File: config.mk
export PLATFORM = sky130hd
export DESIGN_NAME = ann_io_sequencer
export DESIGN_NICKNAME = d
export VERILOG_FILES = /design/src/rtl/ann_io_pkg.sv /design/src/rtl/ann_out_addr_gen.sv /design/src/rtl/ann_io_sequencer.sv
export SDC_FILE = /design/constraint.sdc
export NUM_CORES = 1
export LEC_CHECK = 0
export CAP_MARGIN = 20
export CORE_UTILIZATION = 35
export CTS_BUF_LIST = sky130_fd_sc_hd__clkbuf_8
export CTS_CLUSTER_DIAMETER = 50
export DETAILED_ROUTE_END_ITERATION = 6
export PLACE_DENSITY = 0.67
export SETUP_SLACK_MARGIN = 0.05
export SLEW_MARGIN = 20
export SYNTH_ARGS = -nofsm -noshare
export SYNTH_HDL_FRONTEND = slang
export SYNTH_SLANG_ARGS = --single-unit
File: constraint.sdc
create_clock -name clk -period 8.1 [get_ports clk]
set_input_delay 0.81 -clock clk [delete_from_list [all_inputs] [get_ports clk]]
set_output_delay 0.81 -clock clk [all_outputs]
set_load 0.05 [all_outputs]
File: src/rtl/ann_io_pkg.sv
// Shared types and elaboration-time helpers for the ANN host/accelerator I/O sequencer.
// Counts are derived from the top-level parameters at elaboration only.
package ann_io_pkg;

   typedef enum logic [3:0] {
      S_IDLE,
      S_LOAD,
      S_NODES,
      S_LEAVES,
      S_QUERIES,
      S_GAP,
      S_START,
      S_RUN,
      S_SEND,
      S_DRAIN,
      S_DONE,
      S_ERR
   } state_t;

   function automatic int node_word_count(input int num_nodes);
      return 2 * num_nodes;
   endfunction

   function automatic int leaf_word_count(input int num_leaves, input int leaf_words);
      return num_leaves * leaf_words;
   endfunction

   function automatic int query_word_count(input int row_size, input int col_size,
                                           input int patch_words);
      return row_size * col_size * patch_words;
   endfunction

   // Column blocks covering one half-row of queries.
   function automatic int x_blocks(input int row_size, input int blocking);
      return (row_size / 2 + blocking - 1) / blocking;
   endfunction

   function automatic int max3(input int a, input int b, input int c);
      int m;
      m = (a > b) ? a : b;
      return (m > c) ? m : c;
   endfunction

   function automatic int ctr_width(input int max_val);
      return (max_val < 1) ? 1 : $clog2(max_val + 1);
   endfunction

   localparam int DEF_NODE_WORDS  = node_word_count(63);
   localparam int DEF_LEAF_WORDS  = leaf_word_count(64, 48);
   localparam int DEF_QUERY_WORDS = query_word_count(26, 19, 5);
   localparam int DEF_XB          = x_blocks(26, 4);

endpackage

File: src/rtl/ann_out_addr_gen.sv
// Result address walker for the accelerator drain order (px > x > y > xi).
// Addresses are built from running bases; column positions past the half-row are skipped.
module ann_out_addr_gen
   import ann_io_pkg::*;
#(
   parameter int ROW_SIZE   = 26,
   parameter int COL_SIZE   = 19,
   parameter int BLOCKING   = 4,
   parameter int ADDR_WIDTH = 9
) (
   input  logic                  clk,
   input  logic                  rst_n,
   input  logic                  clr,
   input  logic                  adv,
   output logic [ADDR_WIDTH-1:0] addr,
   output logic                  last
);

   localparam int XB   = x_blocks(ROW_SIZE, BLOCKING);
   localparam int XW   = ctr_width(XB - 1);
   localparam int YW   = ctr_width(COL_SIZE - 1);
   localparam int XIW  = ctr_width(BLOCKING - 1);

   localparam logic [XW-1:0]         X_LAST  = XW'(XB - 1);
   localparam logic [YW-1:0]         Y_LAST  = YW'(COL_SIZE - 1);
   localparam logic [XIW-1:0]        XI_LAST = XIW'(BLOCKING - 1);
   localparam logic [ADDR_WIDTH-1:0] HALF_A  = ADDR_WIDTH'(ROW_SIZE / 2);
   localparam logic [ADDR_WIDTH-1:0] ROW_A   = ADDR_WIDTH'(ROW_SIZE);
   localparam logic [ADDR_WIDTH-1:0] BLK_A   = ADDR_WIDTH'(BLOCKING);

   logic                  px;
   logic [XW-1:0]         x;
   logic [YW-1:0]         y;
   logic [XIW-1:0]        xi;
   logic [ADDR_WIDTH-1:0] px_base;
   logic [ADDR_WIDTH-1:0] row_base;
   logic [ADDR_WIDTH-1:0] col_base;
   logic [ADDR_WIDTH-1:0] col;
   logic                  block_end;
   logic                  y_end;
   logic                  x_end;

   assign col       = col_base + ADDR_WIDTH'(xi);
   // The block ends early when the next column would fall off the half-row.
   assign block_end = (xi == XI_LAST) || ((col + ADDR_WIDTH'(1)) >= HALF_A);
   assign y_end     = (y == Y_LAST);
   assign x_end     = (x == X_LAST);
   assign last      = px & x_end & y_end & block_end;
   assign addr      = px_base + row_base + col;

   always_ff @(posedge clk or negedge rst_n) begin
      if (!rst_n) begin
         px       <= 1'b0;
         x        <= '0;
         y        <= '0;
         xi       <= '0;
         px_base  <= '0;
         row_base <= '0;
         col_base <= '0;
      end else if (clr) begin
         px       <= 1'b0;
         x        <= '0;
         y        <= '0;
         xi       <= '0;
         px_base  <= '0;
         row_base <= '0;
         col_base <= '0;
      end else if (adv) begin
         if (!block_end) begin
            xi <= xi + XIW'(1);
         end else begin
            xi <= '0;
            if (!y_end) begin
               y        <= y + YW'(1);
               row_base <= row_base + ROW_A;
            end else begin
               y        <= '0;
               row_base <= '0;
               if (!x_end) begin
                  x        <= x + XW'(1);
                  col_base <= col_base + BLK_A;
               end else begin
                  x        <= '0;
                  col_base <= '0;
                  px       <= ~px;
                  px_base  <= px ? '0 : HALF_A;
               end
            end
         end
      end
   end

endmodule

File: src/rtl/ann_io_sequencer.sv
// Host-side sequencer for the KD-tree ANN accelerator: streams tree and query words in,
// kicks the accelerator, and drains best-match indices out as raster-addressed results.
module ann_io_sequencer
   import ann_io_pkg::*;
#(
   parameter int DATA_WIDTH  = 11,
   parameter int NUM_NODES   = 63,
   parameter int NUM_LEAVES  = 64,
   parameter int LEAF_WORDS  = 48,
   parameter int PATCH_WORDS = 5,
   parameter int ROW_SIZE    = 26,
   parameter int COL_SIZE    = 19,
   parameter int BLOCKING    = 4,
   parameter int GAP_CYCLES  = 10,
   parameter int TIMEOUT     = 2**20,
   parameter int ADDR_WIDTH  = $clog2(ROW_SIZE * COL_SIZE)
) (
   input  logic                  clk,
   input  logic                  rst_n,
   input  logic                  go,
   input  logic                  reuse_tree,
   input  logic                  abort,
   output logic                  busy,
   output logic                  img_done,
   output logic                  error,
   input  logic                  src_valid,
   output logic                  src_ready,
   input  logic [DATA_WIDTH-1:0] src_data,
   output logic                  load_kdtree,
   output logic                  in_fifo_wenq,
   output logic [DATA_WIDTH-1:0] in_fifo_wdata,
   input  logic                  in_fifo_wfull_n,
   output logic                  fsm_start,
   input  logic                  fsm_done,
   output logic                  send_best_arr,
   output logic                  out_fifo_deq,
   input  logic [DATA_WIDTH-1:0] out_fifo_rdata,
   input  logic                  out_fifo_rempty_n,
   output logic                  res_valid,
   output logic [ADDR_WIDTH-1:0] res_addr,
   output logic [DATA_WIDTH-1:0] res_data
);

   localparam int N_NODE  = node_word_count(NUM_NODES);
   localparam int N_LEAF  = leaf_word_count(NUM_LEAVES, LEAF_WORDS);
   localparam int N_QUERY = query_word_count(ROW_SIZE, COL_SIZE, PATCH_WORDS);
   localparam int WC_W    = ctr_width(max3(N_NODE, N_LEAF, N_QUERY) - 1);
   localparam int GC_W    = ctr_width(GAP_CYCLES - 1);
   localparam int RC_W    = ctr_width(TIMEOUT - 1);

   localparam logic [WC_W-1:0] NODE_LAST  = WC_W'(N_NODE - 1);
   localparam logic [WC_W-1:0] LEAF_LAST  = WC_W'(N_LEAF - 1);
   localparam logic [WC_W-1:0] QUERY_LAST = WC_W'(N_QUERY - 1);
   localparam logic [GC_W-1:0] GAP_LAST   = GC_W'(GAP_CYCLES - 1);
   localparam logic [RC_W-1:0] RUN_LAST   = RC_W'(TIMEOUT - 1);

   state_t                state;
   state_t                next_phase;
   logic [WC_W-1:0]       word_cnt;
   logic [WC_W-1:0]       phase_last;
   logic [GC_W-1:0]       gap_cnt;
   logic [RC_W-1:0]       run_cnt;
   logic                  in_stream;
   logic                  xfer;
   logic                  deq;
   logic                  img_done_q;
   logic                  res_valid_q;
   logic                  gen_clr;
   logic [ADDR_WIDTH-1:0] gen_addr;
   logic                  gen_last;

   // Input handshake is combinational so a word moves in the cycle it is offered.
   assign in_stream     = (state == S_NODES) || (state == S_LEAVES) || (state == S_QUERIES);
   assign xfer          = in_stream & src_valid & in_fifo_wfull_n & ~abort;
   assign src_ready     = xfer;
   assign in_fifo_wenq  = xfer;
   assign in_fifo_wdata = src_data;

   assign deq           = (state == S_DRAIN) & out_fifo_rempty_n & ~abort;
   assign out_fifo_deq  = deq;

   assign busy          = !((state == S_IDLE) || (state == S_DONE) || (state == S_ERR));
   assign load_kdtree   = (state == S_LOAD) & ~abort;
   assign fsm_start     = (state == S_START) & ~abort;
   assign send_best_arr = (state == S_SEND) & ~abort;
   assign img_done      = img_done_q & ~abort;
   assign res_valid     = res_valid_q & ~abort;

   assign gen_clr       = (state != S_DRAIN) | abort;

   always_comb begin
      phase_last = QUERY_LAST;
      next_phase = S_GAP;
      case (state)
         S_NODES: begin
            phase_last = NODE_LAST;
            next_phase = S_LEAVES;
         end
         S_LEAVES: begin
            phase_last = LEAF_LAST;
            next_phase = S_QUERIES;
         end
         default: ;
      endcase
   end

   ann_out_addr_gen #(
      .ROW_SIZE   (ROW_SIZE),
      .COL_SIZE   (COL_SIZE),
      .BLOCKING   (BLOCKING),
      .ADDR_WIDTH (ADDR_WIDTH)
   ) u_addr_gen (
      .clk   (clk),
      .rst_n (rst_n),
      .clr   (gen_clr),
      .adv   (deq),
      .addr  (gen_addr),
      .last  (gen_last)
   );

   always_ff @(posedge clk or negedge rst_n) begin
      if (!rst_n) begin
         state       <= S_IDLE;
         word_cnt    <= '0;
         gap_cnt     <= '0;
         run_cnt     <= '0;
         error       <= 1'b0;
         img_done_q  <= 1'b0;
         res_valid_q <= 1'b0;
         res_addr    <= '0;
         res_data    <= '0;
      end else begin
         img_done_q  <= 1'b0;
         res_valid_q <= 1'b0;
         if (abort) begin
            state    <= S_IDLE;
            word_cnt <= '0;
            gap_cnt  <= '0;
            run_cnt  <= '0;
            error    <= 1'b0;
         end else begin
            case (state)
               S_IDLE, S_DONE, S_ERR: begin
                  if (go) begin
                     word_cnt <= '0;
                     state    <= reuse_tree ? S_QUERIES : S_LOAD;
                  end
               end
               S_LOAD: state <= S_NODES;
               S_NODES, S_LEAVES, S_QUERIES: begin
                  if (xfer) begin
                     if (word_cnt == phase_last) begin
                        word_cnt <= '0;
                        state    <= next_phase;
                     end else begin
                        word_cnt <= word_cnt + WC_W'(1);
                     end
                  end
               end
               S_GAP: begin
                  if (gap_cnt == GAP_LAST) begin
                     gap_cnt <= '0;
                     state   <= S_START;
                  end else begin
                     gap_cnt <= gap_cnt + GC_W'(1);
                  end
               end
               S_START: begin
                  run_cnt <= '0;
                  state   <= S_RUN;
               end
               // Accelerator completion wins over a timeout landing in the same cycle.
               S_RUN: begin
                  if (fsm_done) begin
                     run_cnt <= '0;
                     state   <= S_SEND;
                  end else if (run_cnt == RUN_LAST) begin
                     run_cnt <= '0;
                     error   <= 1'b1;
                     state   <= S_ERR;
                  end else begin
                     run_cnt <= run_cnt + RC_W'(1);
                  end
               end
               S_SEND: state <= S_DRAIN;
               S_DRAIN: begin
                  if (deq) begin
                     res_valid_q <= 1'b1;
                     res_data    <= out_fifo_rdata;
                     res_addr    <= gen_addr;
                     if (gen_last) begin
                        img_done_q <= 1'b1;
                        state      <= S_DONE;
                     end
                  end
               end
               default: state <= S_IDLE;
            endcase
         end
      end
   end

endmodule

==> metrics.md, run 1 <==
| Metric | Value |
|---|---|
| Worst VDD drop | `0.0979 mV` |
| Clock transition at path regs | `90 ps` |
| Post-Syn Nets | `638` |
| FMAX | `191 MHz` |
| Antenna-violating nets left | `0` |
| Worst r2r dst | `res_data[4]` |
| WP data required | `7290 ps` |
| Mux cell area share after synthesis | `4.60%` |
| CP Capture Type | `output pin` |
| Worst-case reg-to-reg path depth | `5` |
| Cell Chain, Critical Path | `clkdlybuf4s50_1 > nand2b_1 > nor2_1 > nand2_1 > clkinv_1 > clkdlybuf4s50_1` |
| TritonCTS clock tree | `built` |
| Final Max Tran Viols | `0` |
| Core Area | `14800 um2` |
| PwrDens | `166 nW/um2` |
| Vias | `4258` |
| Root buf cell | `clkbuf_8` |
| # DRC | `0` |
| Most used DFF post-synth | `dfrtp_1` |
| Post-CTS Setup Bufs | `0` |
| Final weighted congestion in routability-driven placement | `0.794` |
| Synth warn | `0` |
| Synth-to-Final Area Change | `12.7%` |
| Worst setup path startpoint | `abort` |
| Hold buffers post-CTS | `0` |
| Status | `complete, no violations` |
| Nature of the critical path startpoint | `primary input` |
| Synthesized area | `5380 um2` |
| Die Y | `126 um` |
| Largest delay share family, worst path | `buffers and inverters` |
| CTS sink cnt | `88` |
| DIE WIDTH | `126 um` |
| Share of layout cells above drive strength 1 | `7.96%` |
| Crit path buffers/inverters | `3` |
| RSZ-0062 raised after global routing | `no` |
| Relative slew slack | `42.7%` |
| Syn Area/Cell | `9.31 um2` |
| CTS buffer count | `9` |
| Final hold violation count | `0` |
| Tcrit/Tclk final | `64.5%` |
| Sequential element share of the synthesized area | `40.9%` |
| Crit path capture | `out_fifo_deq` |
| Vias in the first global route | `4063` |
| Final setup violation count | `0` |
| Critical Path Max Stage Delay | `880 ps` |
| Drt first pass iters | `5` |
| Clk buf depth | `2` |
| DRT iter0 DRCs | `244` |
| Die area | `15900 um2` |
| Post-route setup TNS | `0 ps` |
| Simple-Gate Fraction of Synth Area | `20.7%` |
| CP arrival | `4410 ps` |
| Max Cap Viol | `0` |
| Port Buffer Count | `49` |
| Cell depth of the worst setup path | `6` |
| Reg-to-Reg Start | `state[2]` |
| Synth Area in Compound Gates | `15.8%` |
| Pre-CTS WS | `2900 ps` |
| EDFF count, synth | `0` |
| Ant. Diodes | `0` |
| H-tree depth | `3` |
| All-Layer GR Usage | `15.8%` |
| Worst-path maximum fanout | `17` |
| Detail Placement HPWL | `8540 um` |
| Yosys reg bits | `88` |
| Post-cts sizing count | `0` |
| Leak | `0.00268 uW` |
| FF-to-FF setup slack | `4860 ps` |
| Worst skew pair latency | `380 ps` |
| Adder-cell area share of the yosys netlist | `7.16%` |
| Setup ws final | `2880 ps` |
| Synth cell types | `62` |
| Top-Level Pins | `72` |
| Largest net degree at the start of global routing | `67` |
| Grt total ovfl | `0` |
| Slew @ Worst Pin | `856 ps` |
| First-pass GRT wire length | `20100 um` |
| Main combinational cell family by area after synthesis | `simple AND/OR/NAND/NOR gates` |
| Fin Clk Skew | `14.6 ps` |
| Row count | `44` |
| Final WL | `11800 um` |
| Initial antenna violation count | `0` |
| XOR/XNOR Fraction of Synth Area | `4.56%` |
| Fin nets | `658` |
| Cells after Synth | `578` |
| DR WL/cell | `15.0 um` |
| Synth async-reset ratio | `100%` |
| Crit Path Category | `primary input to output pin` |
| CP most frequent cell | `clkdlybuf4s50_1` |
| Worst Hold Class | `primary input to asynchronous set/reset pin` |
| Worst path slowest cell | `clkdlybuf4s50_1` |
| Via density | `5.41` |
| Fin crit period | `5220 ps` |
| Initial Util | `36.5%` |
==> routing by layer <==
layer  global-route usage [%]  wire, um
met5                        0         0
met1                     21.9      5670
met2                     23.8      5400
met4                     8.29       289
met3                     2.25       473
==> cells by family (layout without fill, tap and decap cells) <==
kind of cell / after synthesis / in the layout
compound gates: 126 / 126
xor+xnor: 28 / 28
fa+ha+maj: 29 / 29
buf+inv: 70 / 95
flops: 88 / 88
mux: 22 / 22
simple gates: 215 / 215
==> synthesized netlist by cell type, types with 6 or more instances <==
cell type / n / area share [%]
inv_1: 27 / 1.9
nor2b_1: 10 / 1.2
xor2_1: 12 / 2.0
nand4_1: 15 / 1.7
or3_1: 7 / 0.81
mux2_2: 14 / 2.9
nand2_1: 47 / 3.3
clkbuf_1: 17 / 1.2
ha_1: 26 / 6.0
buf_2: 11 / 1.0
nor3_1: 16 / 1.5
o21ai_0: 40 / 3.7
and2_1: 6 / 0.70
buf_4: 12 / 1.7
mux2i_1: 6 / 1.1
o31ai_1: 11 / 1.5
xnor2_1: 16 / 2.6
a21oi_1: 24 / 2.2
dfrtp_1: 88 / 41
nand2b_1: 9 / 1.0
and3_1: 13 / 1.5
nor2_1: 46 / 3.2
nand3_1: 20 / 1.9
==> flip-flops by register name, indices dropped and copies added, names as in the netlist <==
name,cells
u_addr_gen.xi,2
u_addr_gen.px_base,1
run_cnt,20
state,4
u_addr_gen.row_base,8
word_cnt,12
img_done_q,1
u_addr_gen.y,5
gap_cnt,4
error,1
u_addr_gen.x,2
res_valid_q,1
u_addr_gen.col_base,7
res_addr,9
res_data,11
==> area by class of cell <==
class,instances,area [um2]
clock buffers,9,124
well taps,184,230
flip-flops and latches,88,2200
clock inverters,7,55.1
inverters,28,105
multi-input cells,420,2850
repair buffers,51,503
fillers,1424,8690
==> through the flow <==
stage	hold slack [ps]	utilization, %	cells	cell area, um2	total power [uW]
floorplan	451	-	578	5380	683
global placement	470	39.9	771	5890	723
detailed placement	478	39.9	771	5890	730
CTS	304	41.1	787	6070	1020
global route	325	41.1	787	6070	1060
finish	326	41.1	787	6070	1010
==> layout by cell type (no fill, tap or decap), types with 3 or more instances in the layout <==
cell type and count:
nand3_1 20, o22ai_1 5, clkdlybuf4s50_1 48, nand2b_1 9, a22o_1 3, and2_1 6
xnor2_1 16, nand2_1 47, o21bai_1 3, nor3b_1 4, clkbuf_8 9, nor3_1 16
inv_1 27, xor2_1 12, a21o_1 5, ha_1 26, buf_4 3, o31ai_1 10
or2_2 3, nor2b_1 10, nand3b_1 3, fa_1 3, nor4_1 5, or3_1 7
a31oi_1 5, a21oi_1 24, a211o_1 3, mux2i_1 6, o2111ai_1 3, nand4_1 15
nor2_1 46, o21ai_0 40, mux2_2 14, and3_1 13, o2bb2ai_1 5, dfrtp_1 88
==> how the worst min path moves through the flow <==
| stage | endpoint | from | slack (ps) |
|---|---|---|---|
| floorplan | run_cnt[6] | run_cnt[6] | 450 |
| CTS | u_addr_gen.y[2] | rst_n | 300 |
| global placement | res_addr[7] | res_addr[7] | 470 |
| finish | res_addr[4] | rst_n | 330 |
| global route | u_addr_gen.y[2] | rst_n | 320 |
| detailed placement | run_cnt[6] | run_cnt[6] | 480 |
==> worst reg2reg max path: cells and delay by family, from the launching register on <==
family | cells | cell delay (ps)
mux | 1 | 390
flops | 1 | 600
simple gates | 3 | 1680
buf+inv | 1 | 460
==> where the power goes <==
| part | total [uW] | internal, uW | switching (uW) |
|---|---|---|---|
| Clock | 285 | 114 | 171 |
| Combinational | 231 | 90.8 | 140 |
| Sequential | 489 | 454 | 35.8 |
| Total | 1010 | 658 | 347 |
(Power assumes the default switching activity.)
==> inputs of run 2 (changes only) <==
clock period = 5.2 ns   (was 8.1 ns; I/O delays follow)
==> run 2 against run 1 <==
  * Cell count increased by 0.38%
  * Critical endpoint unchanged
  * Sequential cell count unchanged
  * Register-to-register slack worse by 2500 ps
  * Clock power increased by 52%
  * Clock skew down 6.9 ps
  * Power grew 55%
  * Global-route usage about the same
  * Die area did not move
  * Non-clock buffer count up 3
==> metrics.md, run 2 (synthesized netlist as in run 1, its figures left out) <==
| Metric | Value |
|---|---|
| Fillers | `1415 (-0.63%)` |
| RSZ-0062 raised after global routing | `no` |
| CP arrival | `3130 ps (-1280 ps)` |
| Leak | `0.00270 uW (+0.72%)` |
| # DRC | `0 (unchanged)` |
| Pre-CTS WS | `1620 ps (-1280 ps)` |
| Crit Path Category | `flop to output pin` |
| PwrDens | `256 nW/um2 (+55%)` |
| H-tree depth | `3 (unchanged)` |
| Via density | `5.47 (+1.2%)` |
| Root buf cell | `clkbuf_8` |
| FF+latch area | `2200 um2 (unchanged)` |
| FMAX | `274 MHz` |
| Post-cts sizing count | `0 (unchanged)` |
| Worst VDD drop | `0.101 mV (+3.0%)` |
| Largest regs | `run_cnt x20, word_cnt x12, res_data x11` |
| Hold buffers post-CTS | `0 (unchanged)` |
| Initial Util | `36.5% (unchanged)` |
| Top-Level Pins | `72 (unchanged)` |
| Setup ws final | `1550 ps (-1330 ps)` |
| All-Layer GR Usage | `15.8% (+0.038 points)` |
| Status | `complete, no violations` |
| DRT iter0 DRCs | `247 (+1.2%)` |
| Final WL | `11900 um (+0.25%)` |
| Vias | `4325 (+1.6%)` |
| Synth-to-Final Area Change | `13.0%` |
| Final weighted congestion in routability-driven placement | `0.880 (+11%)` |
| Cell Chain, Critical Path | `or3b_2 > nor2_1 > buf_4 > nand2_1 > clkinv_1 > clkdlybuf4s50_1` |
| Detail Placement HPWL | `8640 um (+1.1%)` |
| Final hold violation count | `0 (unchanged)` |
| Crit path capture | `out_fifo_deq` |
| FF-to-FF setup slack | `2340 ps (-2520 ps)` |
| Critical Path Max Stage Delay | `880 ps (about the same)` |
| First-pass GRT wire length | `20300 um (+1.2%)` |
| CTS sink cnt | `88 (unchanged)` |
| WP data required | `4680 ps (-2610 ps)` |
| Final Max Tran Viols | `0 (unchanged)` |
| Slew @ Worst Pin | `949 ps (+93.6 ps)` |
| TritonCTS clock tree | `built` |
| Max reg flops | `20 (unchanged)` |
| Clk buf depth | `2 (unchanged)` |
| Row count | `44 (unchanged)` |
| DIE WIDTH | `126 um (unchanged)` |
| CP Capture Type | `output pin` |
| Worst-case reg-to-reg path depth | `10 (+5)` |
| Post-route setup TNS | `0 ps (unchanged)` |
| Worst Hold Class | `primary input to asynchronous set/reset pin` |
| Die Y | `126 um (unchanged)` |
| Relative slew slack | `36.7% (-6.0 points)` |
| Largest net degree at the start of global routing | `57 (-15%)` |
| Grt total ovfl | `0 (unchanged)` |
| Commonest non-fill, non-tap cell in the layout | `dfrtp_1` |
| Fin nets | `661 (+0.46%)` |
| Fin Clk Skew | `7.72 ps (-6.91 ps)` |
| Worst-path maximum fanout | `18 (+1)` |
| Share of layout cells above drive strength 1 | `8.25% (+0.29 points)` |
| Ant. Diodes | `0 (unchanged)` |
| Most frequent cells in the layout | `dfrtp_1, clkdlybuf4s50_1, nand2_1` |
| Antenna-violating nets left | `0 (unchanged)` |
| Post-CTS Setup Bufs | `0 (unchanged)` |
| Die area | `15900 um2 (unchanged)` |
| Fin crit period | `3650 ps` |
| Worst r2r dst | `res_addr[8]` |
| Initial antenna violation count | `0 (unchanged)` |
| Drt first pass iters | `4 (-1)` |
| Worst setup path startpoint | `state[3]` |
| Area of the multi-input gates | `2850 um2 (unchanged)` |
| Largest register by flop count | `run_cnt` |
| Final hold slack | `74.4 ps (-251 ps)` |
| Tcrit/Tclk final | `70.2%` |
| DR WL/cell | `15.0 um (-0.13%)` |
| Port Buffer Count | `49 (unchanged)` |
| Nature of the critical path startpoint | `flop` |
| Core Area | `14800 um2 (unchanged)` |
| Final setup violation count | `0 (unchanged)` |
| Worst path slowest cell | `clkdlybuf4s50_1` |
| Clock transition at path regs | `90 ps (about the same)` |
| Reg-to-Reg Start | `u_addr_gen.col_base[2]` |
| Vias in the first global route | `4345 (+6.9%)` |
| CTS buffer count | `9 (unchanged)` |
| Worst skew pair latency | `370 ps (about the same)` |
| Max Cap Viol | `0 (unchanged)` |
==> run 2: cell types whose count changed in the layout (fill, tap and decap cells not counted) <==
cell | previous run | this run
buf_4 | 3 | 6
clkinv_2 | 1 | 2
clkinv_4 | 2 | 1
clkinvlp_4 | 2 | 1
inv_1 | 27 | 28
==> run 2: how the worst min path moves through the flow <==
stage / to / slack [ps] / depth (start not counted)
3_3_place_gp: res_addr[7] / 470 / 2
4_1_cts: res_data[4] / 70 / 1
3_5_place_dp: res_data[4] / 480 / 1
2_1_floorplan: error / 220 / 0
5_1_grt: res_addr[3] / 80 / 1
6_report: res_data[2] / 70 / 1
==> run 2: final cells by class <==
| cell class | instances | area share (%) |
|---|---|---|
| clock buffer | 9 | 2.04 |
| clock inverter | 7 | 0.782 |
| inverter | 28 | 1.73 |
| multi-input combinational | 420 | 46.8 |
| sequential | 88 | 36.2 |
| tap | 184 | 3.78 |
| timing repair buffer | 54 | 8.64 |
==> run 2: critical path: cells and delay by family (launching register included) <==
kind	cells	cell delay (ps)
buffers and inverters	3	1380
DFF	1	660
and+or+nand+nor	3	720
==> run 2: through the flow <==
stage / cells / cell area (um2) / total power [uW] / utilization (%)
global placement: 774 / 5910 / 1130 / 40.1
detailed placement: 774 / 5910 / 1140 / 40.1
finish: 790 / 6080 / 1560 / 41.2
global route: 790 / 6080 / 1650 / 41.2
CTS: 790 / 6080 / 1580 / 41.2
floorplan: 578 / 5380 / 1060 / -
==> run 2: layer usage <==
layer / wire length [um] / GRT usage (%) / up-vias
met3: 453 / 3.06 / 11
li1: - / - / 2089
met4: 125 / 6.52 / 0
met5: 0 / 0 / -
met2: 5780 / 26.4 / 89
met1: 5510 / 20.0 / 2136
==> run 2: power by group <==
part           switching, uW  total, uW  internal, uW
clock                    258        432           174
combinational            221        362           142
sequential              56.4        763           706
total                    535       1560          1020
